File: src/rtl/centroid_pkg.sv
// Shared FSM state type and width helpers for the multi-band centroid tracker.
package centroid_pkg;

  typedef enum logic [1:0] {IDLE, ACCUM, DIVIDE, PUBLISH} state_t;

  function automatic int calc_xw(input int img_w);
    return $clog2(img_w);
  endfunction

  function automatic int calc_cw(input int roi_height, input int img_w);
    return $clog2(roi_height * img_w + 1);
  endfunction

  function automatic int calc_sw(input int roi_height, input int img_w);
    return calc_xw(img_w) + calc_cw(roi_height, img_w);
  endfunction

endpackage

File: src/rtl/seq_divider.sv
// Restoring divider, QW quotient bits: start cycle loads, QW iterations, then a one-cycle done.
// The quotient must fit in QW bits; abort drops any divide in flight.
module seq_divider #(
  parameter int NW = 16,
  parameter int DW = 8,
  parameter int QW = 8
) (
  input  logic          clk,
  input  logic          rst,
  input  logic          start,
  input  logic          abort,
  input  logic [NW-1:0] dividend,
  input  logic [DW-1:0] divisor,
  output logic          done,
  output logic [QW-1:0] quotient
);

  localparam int CNTW = $clog2(QW + 1);

  logic [NW-1:0]   rem;
  logic [NW-1:0]   den;
  logic [QW-1:0]   q;
  logic [CNTW-1:0] cnt;
  logic            run;
  logic            done_q;
  logic            ge;

  assign ge       = (rem >= den);
  assign done     = done_q;
  assign quotient = q;

  always_ff @(posedge clk) begin
    if (rst || abort) begin
      rem    <= '0;
      den    <= '0;
      q      <= '0;
      cnt    <= '0;
      run    <= 1'b0;
      done_q <= 1'b0;
    end else if (start) begin
      // Divisor starts aligned to the top quotient bit and walks down one bit per cycle
      rem    <= dividend;
      den    <= NW'(divisor) << (QW - 1);
      q      <= '0;
      cnt    <= CNTW'(QW);
      run    <= 1'b1;
      done_q <= 1'b0;
    end else if (run) begin
      if (ge) rem <= rem - den;
      q   <= (q << 1) | QW'(ge);
      den <= den >> 1;
      cnt <= cnt - CNTW'(1);
      if (cnt == CNTW'(1)) begin
        run    <= 1'b0;
        done_q <= 1'b1;
      end
    end else begin
      done_q <= 1'b0;
    end
  end

endmodule

File: src/rtl/multi_roi_centroid.sv
// Per-band edge centroids over stacked horizontal bands of a raster frame, plus heading
// and line-lost tracking; one shared divider resolves each band as it closes.
module multi_roi_centroid
  import centroid_pkg::*;
#(
  parameter int IMG_W       = 640,
  parameter int IMG_H       = 480,
  parameter int PIX_W       = 4,
  parameter int N_ROI       = 4,
  parameter int ROI_HEIGHT  = 32,
  parameter int THRESHOLD   = 2,
  parameter int MIN_COUNT   = 8,
  parameter int LOST_FRAMES = 3,
  localparam int XW = calc_xw(IMG_W),
  localparam int CW = calc_cw(ROI_HEIGHT, IMG_W),
  localparam int SW = calc_sw(ROI_HEIGHT, IMG_W)
) (
  input  logic                  clk,
  input  logic                  rst,
  input  logic [PIX_W-1:0]      pixel_in,
  input  logic                  in_ready,
  input  logic                  frame_start,
  output logic [N_ROI*XW-1:0]   centroid_x,
  output logic [N_ROI-1:0]      band_valid,
  output logic signed [XW:0]    heading,
  output logic                  heading_valid,
  output logic                  line_lost,
  output logic                  out_ready
);

  localparam int YW  = $clog2(IMG_H);
  localparam int BIW = (N_ROI > 1) ? $clog2(N_ROI) : 1;
  localparam int LW  = $clog2(LOST_FRAMES + 1);
  localparam logic [XW-1:0] X_LAST   = XW'(IMG_W - 1);
  localparam logic [YW-1:0] Y_LAST   = YW'(IMG_H - 1);
  localparam logic [LW-1:0] LOST_MAX = LW'(LOST_FRAMES);

  state_t state, state_nxt;

  logic [XW-1:0]       x_cnt, cur_x;
  logic [YW-1:0]       y_cnt, cur_y;
  logic                abort;
  logic                in_band, band_last, hit, close, div_go;
  logic [BIW-1:0]      band_idx, div_band;
  logic [SW-1:0]       sum_acc, sum_tot;
  logic [CW-1:0]       cnt_acc, cnt_tot;
  logic                div_done, div_wr;
  logic [XW-1:0]       div_q;
  logic [N_ROI*XW-1:0] cent_nxt;
  logic [N_ROI-1:0]    valid_nxt;
  logic [LW-1:0]       lost_cnt;

  // A frame_start pulse relabels its own pixel as (0,0); anything short of a wrapped counter is an abort
  assign cur_x = frame_start ? '0 : x_cnt;
  assign cur_y = frame_start ? '0 : y_cnt;
  assign abort = frame_start && ((x_cnt != '0) || (y_cnt != '0));

  always_comb begin
    in_band   = 1'b0;
    band_last = 1'b0;
    band_idx  = '0;
    for (int k = 0; k < N_ROI; k++) begin
      if (int'(cur_y) >= IMG_H - (k + 1) * ROI_HEIGHT && int'(cur_y) < IMG_H - k * ROI_HEIGHT) begin
        in_band   = 1'b1;
        band_idx  = BIW'(k);
        band_last = (cur_x == X_LAST) && (int'(cur_y) == IMG_H - k * ROI_HEIGHT - 1);
      end
    end
  end

  assign hit     = in_ready && in_band && (int'(pixel_in) >= THRESHOLD);
  assign close   = in_ready && in_band && band_last;
  assign sum_tot = (abort ? SW'(0) : sum_acc) + (hit ? SW'(cur_x) : SW'(0));
  assign cnt_tot = (abort ? CW'(0) : cnt_acc) + CW'(hit);
  assign div_go  = close && (int'(cnt_tot) >= MIN_COUNT);
  assign div_wr  = div_done && !abort;

  always_ff @(posedge clk) begin
    if (rst) begin
      x_cnt <= '0;
      y_cnt <= '0;
    end else if (in_ready) begin
      x_cnt <= (cur_x == X_LAST) ? '0 : cur_x + XW'(1);
      if (cur_x == X_LAST) y_cnt <= (cur_y == Y_LAST) ? '0 : cur_y + YW'(1);
      else                 y_cnt <= cur_y;
    end else if (frame_start) begin
      x_cnt <= '0;
      y_cnt <= '0;
    end
  end

  always_ff @(posedge clk) begin
    if (rst || close) begin
      sum_acc <= '0;
      cnt_acc <= '0;
    end else begin
      sum_acc <= sum_tot;
      cnt_acc <= cnt_tot;
    end
    if (rst)         div_band <= '0;
    else if (div_go) div_band <= band_idx;
  end

  seq_divider #(.NW(SW), .DW(CW), .QW(XW)) u_div (
    .clk      (clk),
    .rst      (rst),
    .start    (div_go),
    .abort    (abort),
    .dividend (sum_tot),
    .divisor  (cnt_tot),
    .done     (div_done),
    .quotient (div_q)
  );

  always_comb begin
    cent_nxt  = centroid_x;
    valid_nxt = band_valid;
    if (div_wr) begin
      cent_nxt[div_band*XW +: XW] = div_q;
      valid_nxt[div_band]         = 1'b1;
    end
    if (close && !div_go) valid_nxt[band_idx] = 1'b0;
  end

  always_comb begin
    state_nxt = state;
    case (state)
      IDLE:    if (in_ready) state_nxt = ACCUM;
      ACCUM:   if (close) state_nxt = div_go ? DIVIDE : ((band_idx == '0) ? PUBLISH : ACCUM);
      DIVIDE:  if (div_wr) state_nxt = (div_band == '0) ? PUBLISH : ACCUM;
      PUBLISH: state_nxt = ACCUM;
      default: state_nxt = IDLE;
    endcase
    if (abort) state_nxt = ACCUM;
  end

  always_ff @(posedge clk) begin
    if (rst) state <= IDLE;
    else     state <= state_nxt;
  end

  // Frame summaries load on entry to PUBLISH so they are stable for the whole out_ready pulse
  always_ff @(posedge clk) begin
    if (rst) begin
      centroid_x    <= '0;
      band_valid    <= '0;
      heading       <= '0;
      heading_valid <= 1'b0;
      lost_cnt      <= '0;
    end else begin
      centroid_x <= cent_nxt;
      band_valid <= valid_nxt;
      if (state_nxt == PUBLISH && state != PUBLISH) begin
        heading       <= $signed({1'b0, cent_nxt[(N_ROI-1)*XW +: XW]}) - $signed({1'b0, cent_nxt[0 +: XW]});
        heading_valid <= valid_nxt[0] && valid_nxt[N_ROI-1];
        if (valid_nxt[0])              lost_cnt <= '0;
        else if (lost_cnt != LOST_MAX) lost_cnt <= lost_cnt + LW'(1);
      end
    end
  end

  assign line_lost = (lost_cnt == LOST_MAX);
  assign out_ready = (state == PUBLISH);

endmodule

File: config.mk
export PLATFORM = sky130hd
export DESIGN_NAME = multi_roi_centroid
export DESIGN_NICKNAME = d
export VERILOG_FILES = /design/src/rtl/centroid_pkg.sv /design/src/rtl/seq_divider.sv /design/src/rtl/multi_roi_centroid.sv
export SDC_FILE = /design/constraint.sdc
export NUM_CORES = 1
export LEC_CHECK = 0
export CORE_ASPECT_RATIO = 1.5
export CORE_UTILIZATION = 55
export CTS_CLUSTER_DIAMETER = 60
export DETAILED_ROUTE_END_ITERATION = 10
export PLACE_DENSITY = 0.78
export SYNTH_ARGS = -nofsm -noshare
export SYNTH_HDL_FRONTEND = slang
export SYNTH_SLANG_ARGS = --single-unit
File: constraint.sdc
create_clock -name clk -period 4.55 [get_ports clk]
set_input_delay 0.91 -clock clk [delete_from_list [all_inputs] [get_ports clk]]
set_output_delay 0.91 -clock clk [all_outputs]
set_load 0.05 [all_outputs]
==> metrics.yaml <==
floorplanning:
  die_area_um2: 20190
  die_x_um: 116.4
  start_util_pct: 56.30
  coreArea_um2: 19160
  ios: 66
  die_y_um: 173.5
  row_count: 62
route:
  drt_iter0_drc: 389
  detailroute.via_count: 9796
  postRouteAntennaNets: 0
  drc_errors: 0
  viasPerCell: 5.859
  dr.pass1.iters: 5
  wl_um: 27600
  wl_per_cell_um: 16.51
global_route:
  grt_usage_pct: 28.25
  grt_pass1_wl_um: 45010
  grt_max_degree: 57
  overflow: 0
  grt_pass1_vias: 9724
  antenna_found_initial: 0
pwr:
  p_leak_nw: 4.939
  comb_power_share_pct: 2.7
  power_mw: 3.229
  p_per_area_nw_per_um2: 256.0
  seq_power_share_pct: 50.5
  irDropWorstVdd_mv: 0.2969
  power_frac_clock_pct: 46.8
  internal-power_mw: 2.523
  switchingPower_uw: 705.8
  p_sw_share_pct: 21.86
setup_path:
  crit_path_start_kind: "primary input"
  crit_path_end_kind: "flop"
  cp.required_ns: 4.93
  crit_type: "in2reg"
  crit_arrival_ns: 4.60
  crit_path_max_fanout: 9
layout:
  layout-drive-gt1-share_pct: 9.040
  n_antenna_cell: 0
  synthToLayoutAreaGrowth_pct: 16.91
  multiInputGateArea_um2: 6561
  mostFrequentLayoutCells: "dfxtp_1 (185), nor2_1 (139), nand2_1 (106)"
  finalNonFillerCells: 1672
  mostFrequentLayoutCell: "dfxtp_1"
  seq_area_um2: 3725
  final_core_util_pct: 65.82
  nFillCells: 1607
  nets: 1475
clock_tree:
  cts_tree: "built"
  clock_path_buffers: 2
  cts_setup_buffers: 0
  htree_num_levels: 4
  numClockSinks: 186
  cts_root_buffer: "clkbuf_16"
  cts_resized: 0
  insertion_delay_ns: 0.44
  path_clk_slew_ns: 0.07
  numCtsBuffers: 17
  hold_buffers: 0
synth:
  synth.net_count: 1394
  ys_seq_area_share_pct: 34.52
  syn_area_um2: 10790
  synth_area_leader_cell: "dfxtp_1"
  synth_area_leaders: "dfxtp_1 (35%), ha_1 (7.0%), nor2_1 (4.8%)"
  yosys.area.top_type_share_pct: 34.52
  ys_async_sr_fraction_pct: 0
  yosysUniqueCellTypes: 73
  synth_top_flop_cell: "dfxtp_1"
  yosys_warnings: 0
  ys_ff_latch: 186
  synth_area_per_cell_um2: 8.154
  synth-edff-count: 0
  syn-instance-count: 1323
sta:
  fmax_mhz: 237.0
  final_max_slew_viol_count: 0
  finalHoldViolations: 0
  max-slew-margin-rel_pct: 50.20
  final.min_clock_period_ns: 4.219
  fin_skew_ns: 0.01131
  rsz0062_at_grt: "false"
  whs_ns: 0.4585
  setup_viol: 0
  tightest_slew_ns: 0.7402
  setup_slack_ns: 0.3308
  fin_crit_sh_pct: 92.73
placed_design:
  placed_cells: 1641
  dp.final_hpwl_um: 20620
  routabilityCongestion: 0.9342
  io_buffers: 64
  dp_slack_ns: -0.07256
run:
  maxCapViolations: 0
outcome:
  status: "finished clean"
worst_hold_path:
  hp-class: "reg2reg"
==> power by group through the flow <==
stage	Sequential, mW	Clock, mW	Combinational (mW)
global placement	1.67	0	0.0846
global route	1.63	1.59	0.0927
finish	1.63	1.51	0.0864
detailed placement	1.67	0	0.0856
floorplan	1.67	0	0.0517
CTS	1.63	1.53	0.0862
==> per-layer routing <==
layer  vias to the layer above  track usage (%)  share of wire [%]
met1                      4624            28.88                 39
met2                       243            52.91                 54
met3                        83            4.615                3.4
met4                         0            15.33                4.1
li1                       4846                -                  -
met5                         -                0                  0
==> stage by stage <==
step	TNS (ns)	instance area, um^2
after floorplan	0	10790
after CTS	0	12610
final	0	12610
after detailed placement	-0.1730	12020
after global routing	0	12610
after global placement	0	12020
==> cell usage after synthesis (all sizes together), types with 13 or more instances <==
| library cell | number |
|---|---|
| nor3 | 38 |
| and3 | 22 |
| inv | 62 |
| nand2b | 14 |
| o21ai | 57 |
| nor2 | 139 |
| ha | 60 |
| nand3 | 34 |
| clkbuf | 57 |
| a21oi | 101 |
| nor2b | 30 |
| nor4 | 14 |
| a211oi | 32 |
| dfxtp | 186 |
| and2 | 43 |
| mux2i | 52 |
| xnor2 | 37 |
| xor2 | 33 |
| o31ai | 13 |
| nand2 | 107 |
| nand4 | 18 |
==> cells by family after synthesis <==
group                    synth area share (%)
AO/OA/AOI/OAI                           18.68
buffers and inverters                   4.720
multiplexers                            5.451
adder cells (fa/ha/maj)                 7.516
XOR/XNOR                                5.683
AND/OR/NAND/NOR                         23.43
flip-flops                              34.52
==> worst paths after layout <==
check,from,end,slack [ns],cells after the start
hold reg to reg,heading[9]$_SDFFE_PP0P_,heading[9]$_SDFFE_PP0P_,0.46,2
setup reg to reg,div_band[0]$_SDFFE_PP0P_,heading[8]$_SDFFE_PP0P_,0.47,19
setup / recovery,frame_start,u_div.rem[18]$_SDFFE_PP0P_,0.33,17
hold / removal,heading[9]$_SDFFE_PP0P_,heading[9]$_SDFFE_PP0P_,0.46,2
==> critical path: stages <==
cell and delay, ns:
clkdlybuf4s50_1 0.47, nor2b_1 0.20, o31ai_2 0.11, nor2_1 0.18, buf_4 0.17, and2_1 0.14, ha_1 0.17, inv_1 0.05
fa_1 0.39, nor2b_1 0.15, o31a_1 0.20, o221a_2 0.24, o211ai_1 0.27, nor2_1 0.31, nor4b_1 0.38, o31ai_1 0.13
a21oi_1 0.12
==> area by class of cell <==
| class | instances | share of cell area [%] |
|---|---|---|
| flip-flops and latches | 186 | 29.53 |
| repair buffers | 131 | 9.325 |
| clock buffers | 22 | 3.839 |
| well taps | 256 | 2.540 |
| multi-input cells | 1006 | 52.02 |
| inverters | 62 | 1.845 |
| clock inverters | 9 | 0.8929 |
Power figures use the tool's default switching activity.
==> patch (config.mk and constraints unchanged) <==
Re-encode `state_t` (4 states) as one-hot, 4 bits wide.
--- a/src/rtl/centroid_pkg.sv
+++ b/src/rtl/centroid_pkg.sv
@@ -2,5 +2,5 @@
 package centroid_pkg;
 
-  typedef enum logic [1:0] {IDLE, ACCUM, DIVIDE, PUBLISH} state_t;
+  typedef enum logic [3:0] {IDLE = 4'b0001, ACCUM = 4'b0010, DIVIDE = 4'b0100, PUBLISH = 4'b1000} state_t;
 
   function automatic int calc_xw(input int img_w);
Formal check against the unedited RTL: no difference found for any inputs over 10 cycles, from zero or initial values and one cycle with rst high; not proved beyond that.
==> patch against the original RTL <==
- clock skew down 0.00081 ns
- first-iteration DRC count is 41% higher
- design area is 0.14% higher
- area after synthesis grew 2.0%
- wire length is 5.8% higher
- clock power fell by 5%
- non-clock buffer count decreased by 16
- total power is 2.0% lower
- worst setup slack worse by 0.11 ns
- critical path depth shrank 2
- sequential cell count up 2
- largest cell class unchanged
- largest power group unchanged
==> patch: results (changes against the original RTL) <==
Route
  • Starting DRT DRC Count: 550 (+41%)
  • WL/cell: 17.4 um (+5.2%)
  • Via count: 9899 (+1.1%)
  • Pre-Repair DR Iteration Count: 5 (unchanged)

Timing
  • Minimum clock period: 4.33 ns (+0.106 ns)
  • Slew @ Worst Pin: 0.977 ns (+0.237 ns)
  • Layout Skew: 0.0105 ns (-0.000813 ns)
  • Worst hold slack: 0.450 ns (-0.00874 ns)

Placed design
  • Final HPWL DP: 21900 um (+6.2%)
  • Port Buf Inserts: 64 (unchanged)
  • Place WS: -0.0362 ns (+0.0364 ns)
  • Final GP Congestion: 0.956 (+2.3%)
  • DP Area: 12100 um2 (+0.55%)

Pwr
  • VDD IR max: 0.234 mV (-21%)
  • Leakage power: 4.71 nW (-4.7%)

Global route
  • Initial antenna violation count: 0 (unchanged)
  • First-pass GRT wire length: 47000 um (+4.4%)
  • Largest net degree at the start of global routing: 66 (+16%)
  • Total GRT Usage: 28.3% (about the same)
  • Vias in the first global route: 9672 (-0.53%)

Final layout
  • Fill count: 1725 (+7.3%)
  • Cell Count, Final, Fillers Out: 1682 (+0.60%)
  • Layout cell share with drive strength beyond 1: 8.23% (-0.81 points)
  • Nets: 1481 (+0.41%)
  • Inserted Diodes: 0 (unchanged)

Worst setup path
  • CP arrival: 4.61 ns (about the same)
  • Flop-to-flop setup slack: 0.42 ns (-0.05 ns)
  • Peak fanout along the critical path: 19 (+10)

Synthesis
  • FFs w/ async S/R, synth: 0% (unchanged)
  • Post-synthesis sequential area ratio: 34.2% (-0.33 points)
  • Mean Syn Cell Area: 8.15 um2 (about the same)
  • Commonest cells in the netlist: 188 x dfxtp_1, 160 x nor2_1, 113 x nand2_1
  • Syn Nets: 1422 (+2.0%)
  • Top FF cell, synth: dfxtp_1
  • Yosys warns: 0 (unchanged)
  • Count of different cell masters after synthesis: 81 (+11%)
  • Area contributors post-synth: dfxtp_1 34%, ha_1 6.8%, nor2_1 5.5%, mux2i_1 4.5%, nand2_1 3.9%

Clocking
  • H-Tree Depth: 4 (unchanged)
  • Root buf cell: clkbuf_16
  • Reg clk slew, reported paths: about 0.06 ns
  • Post-CTS Setup Bufs: 0 (unchanged)
  • Post_cts resized: 0 (unchanged)
  • CTS buffer count: 17 (unchanged)
  • Clock buffer depth: 2 (unchanged)
  • Clk_lat worst skew: approximately 0.43 ns

Status
  • Outcome: finished, final reports clean

Hold path
  • Type of the tightest min-delay check: reg2reg
[patch: final timing paths]
check	start	end	cells past startpoint
worst max-delay path	pixel_in[2]	lost_cnt[1]	15
worst min-delay path	register	register	2
worst min register to register	register	register	2
worst max register to register	y_cnt[5]	lost_cnt[1]	15
[patch: per-stage QoR]
stage | utilization [%] | setup TNS (ns)
after floorplan | - | 0
after global placement | 61.3 | -0.0194
after detailed placement | 61.3 | -0.0812
after CTS | 64.1 | 0
after global routing | 64.1 | 0
final | 64.1 | 0
[patch: report_power, final]
group	internal [mW]	leakage, nW	total (mW)	switching, mW
clock	0.730	0.273	1.43	0.697
combinational	0.0258	2.92	0.0868	0.0610
sequential	1.65	1.51	1.65	0.00421
[patch: cell type report]
cell class              instances  area share [%]
flip-flops and latches        188            29.8
well taps                     260            2.58
multi-input cells            1028            53.1
repair buffers                115            8.36
clock inverters                13           0.862
inverters                      60            1.78
clock buffers                  18            3.48
[patch: kinds of logic after synthesis]
family,after synthesis,share of synthesized area (%)
adder cells (fa/ha/maj),63,7.37
AO/OA/AOI/OAI,283,17.3
buffers and inverters,135,4.89
AND/OR/NAND/NOR,549,24.9
XOR/XNOR,75,5.97
multiplexers,58,5.36
flip-flops,188,34.2
[patch: routing by layer]
layer	GRT usage, %	wire length, um
met5	0	0
met4	15.4	1280
met3	3.83	1250
met1	29.2	11200
met2	54.5	15400
[patch: worst max-delay path, cell delays in order]
cell and delay (ns):
clkdlybuf4s50_1 0.41, o31ai_1 0.35, nor3_1 0.10, buf_4 0.18, ha_1 0.25, ha_1 0.29, buf_4 0.17, nor4_1 0.41
o21ai_0 0.21, a211o_4 0.42, nor2_2 0.17, a31o_1 0.22, buf_12 0.17, a21boi_1 0.23, o32ai_1 0.10
